## src/rtl/nibble_serial_add_seq.sv

```systemverilog
// Streams one wide operand pair through an external 4-bit adder, LSB nibble first,
// chaining the carry in a register. Optional SUB_MODE_EN adds a subtract request.
module nibble_serial_add_seq #(
    parameter int NIBBLES = 4
) (
    input  logic                 clk,
    input  logic                 rst_n,
    input  logic                 start,
    input  logic [4*NIBBLES-1:0] op_a,
    input  logic [4*NIBBLES-1:0] op_b,
    input  logic                 cin,
`ifdef SUB_MODE_EN
    input  logic                 sub,
`endif
    output logic                 busy,
    output logic                 done,
    output logic [4*NIBBLES-1:0] sum,
    output logic                 cout,
    output logic [3:0]           add_a,
    output logic [3:0]           add_b,
    output logic                 add_c0,
    input  logic [3:0]           add_f,
    input  logic                 add_c4,
    output logic [1:0]           state_dbg
);

    localparam int W  = 4 * NIBBLES;
    localparam int IW = (NIBBLES > 1) ? $clog2(NIBBLES) : 1;
    localparam logic [IW-1:0] LAST = IW'(NIBBLES - 1);

    localparam logic [1:0] S_IDLE = 2'd0;
    localparam logic [1:0] S_RUN  = 2'd1;
    localparam logic [1:0] S_DONE = 2'd2;

    logic [1:0]     state;
    logic [IW-1:0]  idx;
    logic           carry;
    logic [W-1:0]   a_reg;
    logic [W-1:0]   b_reg;
    // Holds every nibble except the top one, which is merged straight into sum.
    logic [W-5:0]   acc;
`ifdef SUB_MODE_EN
    logic           sub_reg;
`endif

    always_ff @(posedge clk) begin
        if (!rst_n) begin
            state <= S_IDLE;
            idx   <= '0;
            carry <= 1'b0;
            a_reg <= '0;
            b_reg <= '0;
            acc   <= '0;
            sum   <= '0;
            cout  <= 1'b0;
`ifdef SUB_MODE_EN
            sub_reg <= 1'b0;
`endif
        end else begin
            case (state)
                S_IDLE: begin
                    if (start) begin
                        a_reg <= op_a;
                        b_reg <= op_b;
                        idx   <= '0;
                        state <= S_RUN;
`ifdef SUB_MODE_EN
                        sub_reg <= sub;
                        carry   <= sub ? ~cin : cin;
`else
                        carry   <= cin;
`endif
                    end
                end
                S_RUN: begin
                    carry <= add_c4;
                    if (idx == LAST) begin
                        sum   <= {add_f, acc};
                        cout  <= add_c4;
                        idx   <= '0;
                        state <= S_DONE;
                    end else begin
                        acc[4*idx +: 4] <= add_f;
                        idx <= idx + IW'(1);
                    end
                end
                S_DONE:  state <= S_IDLE;
                default: state <= S_IDLE;
            endcase
        end
    end

    always_comb begin
        add_a  = 4'd0;
        add_b  = 4'd0;
        add_c0 = 1'b0;
        if (state == S_RUN) begin
            add_a  = a_reg[4*idx +: 4];
            add_c0 = carry;
`ifdef SUB_MODE_EN
            add_b  = sub_reg ? ~b_reg[4*idx +: 4] : b_reg[4*idx +: 4];
`else
            add_b  = b_reg[4*idx +: 4];
`endif
        end
    end

    assign busy      = (state == S_RUN);
    assign done      = (state == S_DONE);
    assign state_dbg = state;

endmodule
```

## config.mk

```make
export PLATFORM = sky130hd
export DESIGN_NAME = nibble_serial_add_seq
export DESIGN_NICKNAME = d
export VERILOG_FILES = /design/src/rtl/nibble_serial_add_seq.sv
export SDC_FILE = /design/constraint.sdc
export NUM_CORES = 1
export LEC_CHECK = 0
export BUFFER_PORTS_ARGS = -buffer_cell sky130_fd_sc_hd__buf_2
export CAP_MARGIN = 20
export CORE_MARGIN = 3
export CORE_UTILIZATION = 57
export DETAILED_ROUTE_END_ITERATION = 7
export GPL_TIMING_DRIVEN = 0
export PLACE_DENSITY = 0.94
export SLEW_MARGIN = 20
export SYNTH_ARGS = -nofsm -noshare
export SYNTH_HDL_FRONTEND = slang
export SYNTH_SLANG_ARGS = --single-unit
```

## constraint.sdc

```tcl
create_clock -name clk -period 4.63 [get_ports clk]
set_input_delay 0.926 -clock clk [delete_from_list [all_inputs] [get_ports clk]]
set_output_delay 0.926 -clock clk [all_outputs]
set_load 0.02 [all_outputs]
```

==> results.py <==
metrics = {
    "layout": {
        "utilization_pct": 73.1,
        "num_antenna_cells": 0,
        "num-nets-final": 447,
        "fillCellCount": 379,
        "area_growth_pct": 21.0,
        "final_area_mm2": 0.00352,
        "final_cell_mix": "nand2_1 (115), buf_2 (73), dfxtp_1 (66)",
        "final_cells": 473,
        "drive_gt1_share_pct": 27.3,
        "mostFrequentLayoutCell": "nand2_1",
    },
    "yosys": {
        "synth_nets": 367,
        "ys_ff_latch": 66,
        "synthFlopType": "dfxtp_1",
        "netlist_instances": 321,
        "post_synth_num_cell_types": 31,
        "avgSynthCellArea_um2": 9.06,
        "yosysWarnings": 0,
        "synth_edf_count": 0,
        "syn_area_mm2": 0.00291,
        "async_flop_share_pct": 0,
        "ys_seq_area_share_pct": 45.4,
    },
    "sta": {
        "skew_ns": 0.00812,
        "tns_ns": 0,
        "finalSetupViolations": 0,
        "hold_violations": 0,
        "rsz0062_at_grt": "no",
        "slew_violations": 0,
        "tightest_slew_ns": 0.612,
        "timing.hold.ws_ns": 0.454,
        "maxSlewHeadroom_pct": 59.2,
        "layout_min_cycle_time_ns": 2.89,
        "max_freq_mhz": 346,
        "finalCritPeriodShare_pct": 62.4,
        "setup_ws_ns": 1.74,
    },
    "floorplanning": {
        "dieWidth_um": 77.4,
        "io-pin-count": 71,
        "die_y_um": 77.4,
        "initial_core_util_pct": 60.4,
        "num_rows": 25,
        "core_area_mm2": 0.00482,
        "die_area_mm2": 0.00599,
    },
    "global_route": {
        "antenna_found_initial": 0,
        "grt_pass1_vias": 2585,
        "grt_max_degree": 11,
        "track_usage_pct": 25.0,
        "grt_pass1_wl_um": 11800,
        "gr-total-overflow": 0,
    },
    "critical_path": {
        "worstSetupStartpointType": "flop",
        "cp_num_buf_inv": 2,
        "cp.arrival_ns": 1.96,
        "slowest_stage": "dfxtp_1",
        "critPathMaxFanout": 10,
        "cp_top_family": "flip-flops",
        "path_class": "flop to output port",
        "cpPeakStageDelay_ns": 0.54,
        "crit_path_end_kind": "output port",
        "path_cells": "buf_6 > mux4_2 > and2_1 > buf_2",
        "crit_required_ns": 3.70,
    },
    "clock_tree": {
        "cts_tree": "done",
        "path_clk_slew_ns": 0.07,
        "post_cts_resized": 0,
        "clk_latency_ns": 0.35,
        "cts-buffers-inserted": 9,
        "clock_sinks": 66,
        "hold_buffers": 0,
        "cts_htree_levels": 3,
        "cts-root-buf": "clkbuf_8",
        "clk_path_buf_depth": 2,
        "cts_setup_buffers": 0,
    },
    "outcome": {
        "outcome": "finished clean",
    },
    "route": {
        "dr.pass1.iters": 4,
        "vias_per_cell": 5.41,
        "drc": 0,
        "antenna_left": 0,
        "wl_per_cell_um": 15.2,
        "drt_wl_total_um": 7200,
        "vias": 2558,
        "drt-initial-drc-count": 150,
    },
    "run": {
        "cap_violations": 0,
    },
    "placed_design": {
        "place_ws_ns": 2.12,
        "gp_congestion": 0.809,
        "dp.cells": 457,
        "post-dp-hpwl_um": 5190,
        "portBuffers": 69,
        "place_area_mm2": 0.00334,
    },
    "power": {
        "vdd_drop_max_v": 0.000184,
        "power.total_mw": 1.19,
        "leakagePower_nw": 1.48,
        "p_per_area_mw_per_mm2": 338,
    },
    "hold_path": {
        "worstHoldPathType": "flop to flop",
    },
}
-- power by group --
| group | internal [mW] | switching, mW |
|---|---|---|
| combinational | 0.0630 | 0.0747 |
| clock | 0.237 | 0.212 |
| sequential | 0.590 | 0.0134 |
-- cell usage after synthesis, drive strengths merged (2+ instances only) --
library cell  count  area [µm²]
a21boi           55         413
and2             11        68.8
and4bb            3        37.5
buf              13         103
clkbuf            9        33.8
dfxtp            66        1320
ha                5        62.6
inv               4        15.0
mux4              8         188
nand2           115         432
nand3             7        45.0
nor2              2        7.51
nor3b             4        46.3
o21ai             2        10.0
o22ai             8        50.1
-- area by class of cell --
type	instances	area (µm²)	area share, %
multi-input combinational	229	1440	40.8
tap	67	83.8	2.38
clock inverter	2	10.0	0.284
sequential	66	1320	37.5
clock buffer	14	173	4.91
inverter	4	15.0	0.427
timing repair buffer	69	345	9.81
buffer	22	136	3.87
-- final timing paths --
check	start	end	depth (start not counted)	slack (ns)
max	idx[0]$_SDFFE_PN0P_	add_a[2]	4	1.74
min reg2reg	b_reg[5]$_SDFFE_PN0P_	b_reg[5]$_SDFFE_PN0P_	2	0.45
max reg2reg	idx[1]$_SDFFE_PN0P_	acc[4]$_SDFFE_PN0P_	6	2.34
min	b_reg[5]$_SDFFE_PN0P_	b_reg[5]$_SDFFE_PN0P_	2	0.45
-- cells by family (layout without fill, tap and decap cells) --
group	Yosys count	after routing	share of synthesized area, %
AND/OR/NAND/NOR	149	149	23.9
multiplexers	8	8	6.45
flip-flops	66	66	45.4
AO/OA/AOI/OAI	67	67	16.8
adder cells (fa/ha/maj)	5	5	2.15
buffers and inverters	26	111	5.21
-- layer usage --
layer	vias up	GRT usage [%]	wire length [µm]
li1	1240	-	-
met1	1212	29.4	2970
met2	83	41.5	3600
met3	23	5.92	441
met4	0	14.2	195
met5	-	0	0
-- worst min-delay path, stage by stage, from the launching register on --
cell,delay (ns)
dfxtp_1,0.31
nand2_1,0.05
a21boi_1,0.05
Note: power is estimated with default switching activity, not from simulation.
